--- src/rtl/operand_stage.sv ---
// Operand-select stage: decodes the opcode into two VW-bit operands and buffers up to two entries.
// Optional macro OPERAND_STAGE_FLUSH_EN adds a synchronous flush input that empties the buffer.
module operand_stage #(
  parameter int LANES  = 16,
  parameter int LANE_W = 16,
  parameter int OFF_W  = 6,
  parameter int IMM_W  = 8
) (
  input  logic                      clk,
  input  logic                      rst_n,
`ifdef OPERAND_STAGE_FLUSH_EN
  input  logic                      flush,
`endif
  input  logic                      in_valid,
  output logic                      in_ready,
  input  logic [3:0]                functype,
  input  logic [LANES*LANE_W-1:0]   vec1,
  input  logic [LANES*LANE_W-1:0]   vec2,
  input  logic [LANE_W-1:0]         sc1,
  input  logic [LANE_W-1:0]         sc2,
  input  logic [LANE_W-1:0]         pc,
  input  logic [OFF_W-1:0]          offset,
  input  logic [IMM_W-1:0]          immediate,
  output logic                      out_valid,
  input  logic                      out_ready,
  output logic [LANES*LANE_W-1:0]   out_op1,
  output logic [LANES*LANE_W-1:0]   out_op2,
  output logic [3:0]                out_functype,
  output logic                      out_err,
  output logic [1:0]                occupancy
);
  localparam int VW = LANES * LANE_W;

  localparam logic [3:0] F_VADD = 4'b0000, F_VDOT = 4'b0001, F_SMUL = 4'b0010,
                         F_SST  = 4'b0011, F_VLD  = 4'b0100, F_VST  = 4'b0101,
                         F_SLL  = 4'b0110, F_SLH  = 4'b0111, F_J    = 4'b1000,
                         F_NOP  = 4'b1111;

  // Slot 0 is always the head; slot 1 only holds data when two entries are buffered.
  logic [VW-1:0] op1_reg [2];
  logic [VW-1:0] op2_reg [2];
  logic [3:0]    ft_reg  [2];
  logic          err_reg [2];
  logic [1:0]    occ_reg, occ_next;

  logic          flush_req;
  logic          push, pop, wr0, wr1, shift;
  logic [VW-1:0] new_op1, new_op2;
  logic          new_err;
  logic [LANE_W-1:0] off_sx, imm_zx, imm_sx;

`ifdef OPERAND_STAGE_FLUSH_EN
  assign flush_req = flush;
`else
  assign flush_req = 1'b0;
`endif

  assign in_ready  = (occ_reg != 2'd2) && !flush_req;
  assign out_valid = (occ_reg != 2'd0);
  assign occupancy = occ_reg;
  assign push      = in_valid && in_ready && (functype != F_NOP);
  assign pop       = out_valid && out_ready;

  assign off_sx = LANE_W'($signed(offset));
  assign imm_zx = LANE_W'(immediate);
  assign imm_sx = LANE_W'($signed(immediate));

  always_comb begin
    new_op1 = '0;
    new_op2 = '0;
    new_err = 1'b0;
    case (functype)
      F_VADD, F_VDOT: begin new_op1 = vec1;    new_op2 = vec2;        end
      F_SMUL:         begin new_op1 = VW'(sc1); new_op2 = VW'(sc2);    end
      F_SST, F_VLD, F_VST:
                      begin new_op1 = VW'(sc1); new_op2 = VW'(off_sx); end
      F_SLL, F_SLH:   begin new_op1 = VW'(sc1); new_op2 = VW'(imm_zx); end
      F_J:            begin new_op1 = VW'(pc);  new_op2 = VW'(imm_sx); end
      default:        new_err = 1'b1;
    endcase
  end

  always_comb begin
    shift = pop && (occ_reg == 2'd2);
    wr0   = push && ((occ_reg == 2'd0) || ((occ_reg == 2'd1) && pop));
    wr1   = push && (occ_reg == 2'd1) && !pop;
    occ_next = occ_reg;
    if (push && !pop)
      occ_next = occ_reg + 2'd1;
    else if (!push && pop)
      occ_next = occ_reg - 2'd1;
    if (flush_req)
      occ_next = 2'd0;
  end

  always_ff @(posedge clk or negedge rst_n) begin
    if (!rst_n) begin
      occ_reg <= 2'd0;
      for (int i = 0; i < 2; i++) begin
        op1_reg[i] <= '0;
        op2_reg[i] <= '0;
        ft_reg[i]  <= '0;
        err_reg[i] <= 1'b0;
      end
    end else begin
      occ_reg <= occ_next;
      if (wr0) begin
        op1_reg[0] <= new_op1;
        op2_reg[0] <= new_op2;
        ft_reg[0]  <= functype;
        err_reg[0] <= new_err;
      end else if (shift) begin
        op1_reg[0] <= op1_reg[1];
        op2_reg[0] <= op2_reg[1];
        ft_reg[0]  <= ft_reg[1];
        err_reg[0] <= err_reg[1];
      end
      if (wr1) begin
        op1_reg[1] <= new_op1;
        op2_reg[1] <= new_op2;
        ft_reg[1]  <= functype;
        err_reg[1] <= new_err;
      end
    end
  end

  // Stale slot contents never leak: outputs read as zero whenever the buffer is empty.
  for (genvar gi = 0; gi < LANES; gi++) begin : g_lane
    assign out_op1[gi*LANE_W +: LANE_W] = out_valid ? op1_reg[0][gi*LANE_W +: LANE_W] : '0;
    assign out_op2[gi*LANE_W +: LANE_W] = out_valid ? op2_reg[0][gi*LANE_W +: LANE_W] : '0;
  end
  assign out_functype = out_valid ? ft_reg[0] : 4'd0;
  assign out_err      = out_valid ? err_reg[0] : 1'b0;

endmodule
--- config.mk ---
export PLATFORM = sky130hd
export DESIGN_NAME = operand_stage
export DESIGN_NICKNAME = d
export VERILOG_FILES = /design/src/rtl/operand_stage.sv
export SDC_FILE = /design/constraint.sdc
export NUM_CORES = 2
export LEC_CHECK = 0
export ABC_AREA = 1
export CORE_AREA = 2 2 432 434
export CTS_CLUSTER_DIAMETER = 100
export CTS_CLUSTER_SIZE = 10
export DETAILED_ROUTE_END_ITERATION = 6
export DIE_AREA = 0 0 434 436
export GPL_TIMING_DRIVEN = 0
export HOLD_SLACK_MARGIN = 0.05
export PLACE_DENSITY = 0.57
export REMOVE_ABC_BUFFERS = 1
export SLEW_MARGIN = 15
export SYNTH_ARGS = -nofsm -noshare
export SYNTH_HDL_FRONTEND = slang
export SYNTH_SLANG_ARGS = --single-unit
--- constraint.sdc ---
create_clock -name clk -period 4.35 [get_ports clk]
set_input_delay 0.435 -clock clk [delete_from_list [all_inputs] [get_ports clk]]
set_output_delay 0.435 -clock clk [all_outputs]
set_load 0.01 [all_outputs]
; Word-level counts from Yosys, hierarchy flattened
; Index checks and enable logic that the tools add are counted.
[totals]
inputBits = 582
ff_bits = 1036
[op_classes]
eq_ne = 12
reduce_logical = 23
muxes = 47
add_sub_neg = 2
[op_table]
columns = cell, count
row1 = $pmux 256 s5, 1
row2 = $mux 256, 4
row3 = $pmux 256 s3, 1
row4 = $mux 16, 32
row5 = $eq 4x3->1 const B, 4
row6 = $mux 4, 3
row7 = $logic_and 1x1->1, 10
row8 = $reduce_or 9->1, 1
row9 = $eq 4x2->1 const B, 2
row10 = $reduce_bool 2->1, 3
row11 = $reduce_or 6->1, 1
row12 = $eq 4x1->1 const B, 1
row13 = $eq 4x4->1 const B, 1
row14 = $logic_not 4->1, 1
row15 = $mux 1, 4
row16 = $mux 2, 2
row17 = $ne 4x4->1 const B, 1
row18 = $reduce_or 2->1, 2
row19 = $reduce_or 3->1, 1
row20 = $add 2x1->2 const B, 1
row21 = $eq 2x1->1 const B, 1
row22 = $eq 2x2->1 const B, 1
row23 = $logic_not 1->1, 2
row24 = $logic_not 2->1, 1
row25 = other kinds (3), 3

; Depth between registers and ports, before layout
[logic_depth]
ltp_word = 7
depth_mapped = 13
ltp_nobuf = 10

; Worst setup path after synthesis
; No wires, ideal clock.
[synth_timing]
kind = register -> output
from = register occ_reg[0] (netlist: occupancy[0])
to = output out_op1[141]
path_slack_ps = 2208
path_stages_with_launch = 8
required_ps = 3915
arrival_ps = 1707
n_path_buf = 4
cell_sequence = dfrtp_1 > inv_1 > ha_1 > buf_2 > clkbuf_1 > clkbuf_1 > clkbuf_1 > nor2_1
[synth_via]
elab_chain_len = 2
[synth_rtl]
columns = item, line_no
row1 = from (decl), 44  ; logic [1:0] occ_reg, occ_next;
row2 = from (signal assigned), 106  ; occ_reg <= occ_next;
row3 = $reduce_bool 2->1, 59  ; assign out_valid = (occ_reg != 2'd0);
row4 = $mux 16, 129  ; assign out_op1[gi*LANE_W +: LANE_W] = out_valid ? op1_reg[0][gi*LANE_W +: LANE_W] : '0;
row5 = to (decl), 26  ; output logic [LANES*LANE_W-1:0] out_op1,
; Every way passes these cells.

; Worst setup path in the final report
[layout_timing]
from = register occ_reg[0] (netlist: occupancy[0])
to = output out_op2[115]
[layout_via]
elab_chain_len = 2
[layout_rtl]
columns = item, line_no
row1 = $reduce_bool 2->1, 59
row2 = $mux 16, 130  ; assign out_op2[gi*LANE_W +: LANE_W] = out_valid ? op2_reg[0][gi*LANE_W +: LANE_W] : '0;
row3 = to (decl), 27  ; output logic [LANES*LANE_W-1:0] out_op2,
; Every way passes these cells.

==> impl_metrics.env <==
export IMPL_grt_max_degree=148
export IMPL_max_freq_ghz=0.248
export IMPL_hold_start="vec2[173]"
export IMPL_syn_area_per_cell_um2=7.25
export IMPL_fp_dieW_um=434
export IMPL_htree_levels=3
export IMPL_r2r_end="op1_reg[369]"
export IMPL_hpwlAfterDp_um=121000
export IMPL_drtIter0Drc=3204
export IMPL_grt_ovfl_total=0
export IMPL_critPathMaxStageDelay_ns=0.62
export IMPL_core_area_um2=185000
export IMPL_hold_viol=0
export IMPL_outcome="finished, final reports clean"
export IMPL_fin_worst_skew_ns=0.0252
export IMPL_synth_top_family_by_area="simple AND/OR/NAND/NOR gates"
export IMPL_hold_depth=3
export IMPL_fin_ws_ns=0.322
export IMPL_worst_pin_slew_ns=0.938
export IMPL_post_place_ws_ns=-0.945
export IMPL_synth_cells=6974
export IMPL_cts_clk_slew_worst_paths_ns=0.06
export IMPL_cp_arrival_ns=3.59
export IMPL_cts_tree="done"
export IMPL_finalCritPeriodShare_pct=92.6
export IMPL_dieArea_um2=189000
export IMPL_post_route_util_pct=36.8
export IMPL_worstHoldEndpoint="op2_reg[173]"
export IMPL_io_pins=1103
export IMPL_mostFrequentLayoutCells="nand2_1 (2,401), clkdlybuf4s50_1 (1,101), inv_1 (1,056), dfrtp_1 (1,036), o21ai_0 (927)"
export IMPL_cts_buffers=117
export IMPL_synth_area_um2=50600
export IMPL_wl_per_cell_um=17.1
export IMPL_vias=46893
export IMPL_ff_latch_area_um2=25900
export IMPL_synth_compound_area_share_pct=12.0
export IMPL_synthXorXnorAreaFrac_pct=0.0346
export IMPL_row_count=158
export IMPL_routed_wl_um=177000
export IMPL_dp_cells=10188
export IMPL_clockRootBuffer="clkbuf_16"
export IMPL_final_common_cell="nand2_1"
export IMPL_layout_drive_gt1_share_pct=3.06
export IMPL_ant_nets=0
export IMPL_critPathTopFamily="buffers and inverters"
export IMPL_die_y_um=436
export IMPL_final_nets=8419
export IMPL_hp_class="input pin to flip-flop"
export IMPL_synth_simple_gate_area_share_pct=24.3
export IMPL_ctsLongestPathBuffers=3
export IMPL_synth_fa_ha_area_share_pct=0.0989
export IMPL_drv_slew=0
export IMPL_worst_r2r_path_depth=12
export IMPL_ys_ff_latch=1036
export IMPL_critPathSlowestCell="clkdlybuf4s50_1"
export IMPL_ff2ff_setup_slack_ns=0.39
export IMPL_ys_warnings_count=0
export IMPL_critPathLaunchType="flip-flop"
export IMPL_grt_usage_pct=18.1
export IMPL_setup_viol=0
export IMPL_synth_distinct_cells=27
export IMPL_drc=0
export IMPL_fin_cells=10367
export IMPL_critPathKind="flip-flop to output port"
export IMPL_r2r_start="occupancy[0]"
export IMPL_drv_cap=0
export IMPL_port_buffers=1102
export IMPL_grt_pass1_wl_um=269000
export IMPL_insertion_delay_ns=0.76
export IMPL_fill_cells=19358
export IMPL_antenna_found_initial=65
export IMPL_p_per_area_nw_per_um2=668
export IMPL_gp_congestion=0.882
export IMPL_grt_pass1_vias=44674
export IMPL_path_depth=8
export IMPL_crit_chain="inv_1 > ha_4 > buf_12 > buf_16 > buf_12 > buf_16 > nor2_1 > clkdlybuf4s50_1"
export IMPL_first_pass_iters=6
export IMPL_post_drt_via_cell_ratio=4.52
export IMPL_relSlewSlack_pct=37.4
export IMPL_crit_required_ns=3.91
export IMPL_multi_input_area_um2=18500
export IMPL_clock_sinks=1036
export IMPL_min_period_ns=4.03
export IMPL_initial_utilization_pct=27.4
export IMPL_crit_path_max_fanout=54
export IMPL_yosysSeqAreaShare_pct=51.2
export IMPL_power_leakage_uw=0.0321
export IMPL_rsz0062_at_grt="no"
export IMPL_endpoint_kind="output port"
export IMPL_area_growth_pct=34.2
export IMPL_irDropWorstVdd_uv=372
export IMPL_synth_mux_area_fraction_pct=0
export IMPL_critPathBufInv=6
[timing repair]
action	4_1_cts	5_1_grt
gates cloned	2	2
setup buffers	0	1
hold endpoints to repair	122	0
gates resized for setup	3	1
pin swaps	1	2
setup endpoints to repair	303	72
hold buffers	1	0
[final cells by class]
type	instances	area share (%)
clock buffer	121	4.41
clock inverter	10	0.162
inverter	1064	5.92
tap	2480	4.57
multi-input combinational	4426	27.2
antenna	42	0.155
sequential	1036	38.2
timing repair inverter	1	0.0129
timing repair buffer	1187	19.3
[power by group]
part	switching, uW	total (uW)	internal (uW)
clock network	4010	8820	4810
registers	1470	15000	13500
logic	12500	21600	9090
total	18000	45400	27400
[worst max-delay path by stage]
stage	slack, ns	from	end
finish	0.32	occupancy[0]	out_op2[115]
global route	0.09	occupancy[0]	out_op2[162]
CTS	0.01	occupancy[0]	op1_reg[369]
detailed placement	-0.94	occupancy[0]	op2_reg[418]
global placement	-46.97	rst_n	op1_reg[158]
floorplan	-13.31	occupancy[0]	op1_reg[302]
[kinds of logic (layout without fill, tap and decap cells)]
kind of cell	count (synthesis)	in the layout
xor+xnor	2	2
other cells	0	42
fa+ha+maj	4	4
buf+inv	1514	2383
compound gates	1210	1210
flops	1036	1036
simple gates	3208	3210
[synthesized netlist by cell type]
| master | n | share of area (%) |
|---|---|---|
| clkinv_1 | 1 | 0.0074 |
| inv_2 | 7 | 0.052 |
| nand3_4 | 1 | 0.035 |
| nor2_4 | 1 | 0.022 |
| dfrtp_1 | 1036 | 51 |
| nor2_8 | 1 | 0.040 |
| nor2_2 | 2 | 0.025 |
| nand3_1 | 159 | 1.6 |
| clkbuf_1 | 160 | 1.2 |
| o21ai_1 | 283 | 2.8 |
| nand2_4 | 1 | 0.022 |
| nand2_1 | 2401 | 18 |
| clkbuf_2 | 2 | 0.020 |
| buf_8 | 2 | 0.059 |
| buf_1 | 3 | 0.022 |
| buf_2 | 225 | 2.2 |
| nand3_2 | 2 | 0.040 |
| nor2_1 | 638 | 4.7 |
| buf_6 | 7 | 0.16 |
| o21ai_0 | 927 | 9.2 |
| buf_4 | 51 | 0.76 |
| inv_1 | 1056 | 7.8 |
| ha_1 | 4 | 0.099 |
| and2_4 | 1 | 0.017 |
| nand2_2 | 1 | 0.012 |
| xor2_1 | 1 | 0.017 |
| xnor2_1 | 1 | 0.017 |
[through the flow]
| step | hold slack, ns | instance area, um2 | setup TNS (ns) | power [uW] |
|---|---|---|---|---|
| after floorplan | 0.139 | 48400 | - | 24600 |
| after global placement | 0.453 | 62500 | - | 31900 |
| after detailed placement | 0.458 | 64600 | -140.23 | 36600 |
| after CTS | 0.149 | 67700 | 0 | 45800 |
| after global routing | 0.223 | 67900 | 0 | 48900 |
| final | 0.261 | 67900 | 0 | 45400 |
[worst register-to-register path, stage by stage, from the launching register on]
cell     delay, ns
dfrtp_1       0.42
inv_1         0.14
ha_4          0.41
inv_2         0.12
nand2_1       0.27
nand3_4       0.36
inv_16        0.36
buf_16        0.37
buf_16        0.54
buf_16        0.38
nand2_1       0.30
o21ai_0       0.11
inv_1         0.06
[routing by layer]
metal  GRT usage [%]  share of wire (%)  vias to the layer above  wire length [um]
met4            9.71                4.6                       44              8140
met1            22.7                 41                    22455             73300
li1                -                  -                    22716                 -
met3            4.90                7.4                      324             13100
met2            28.3                 46                     1354             82200
met5               0               0.14                        -               252
No activity file was read; power rests on OpenSTA's default activity.
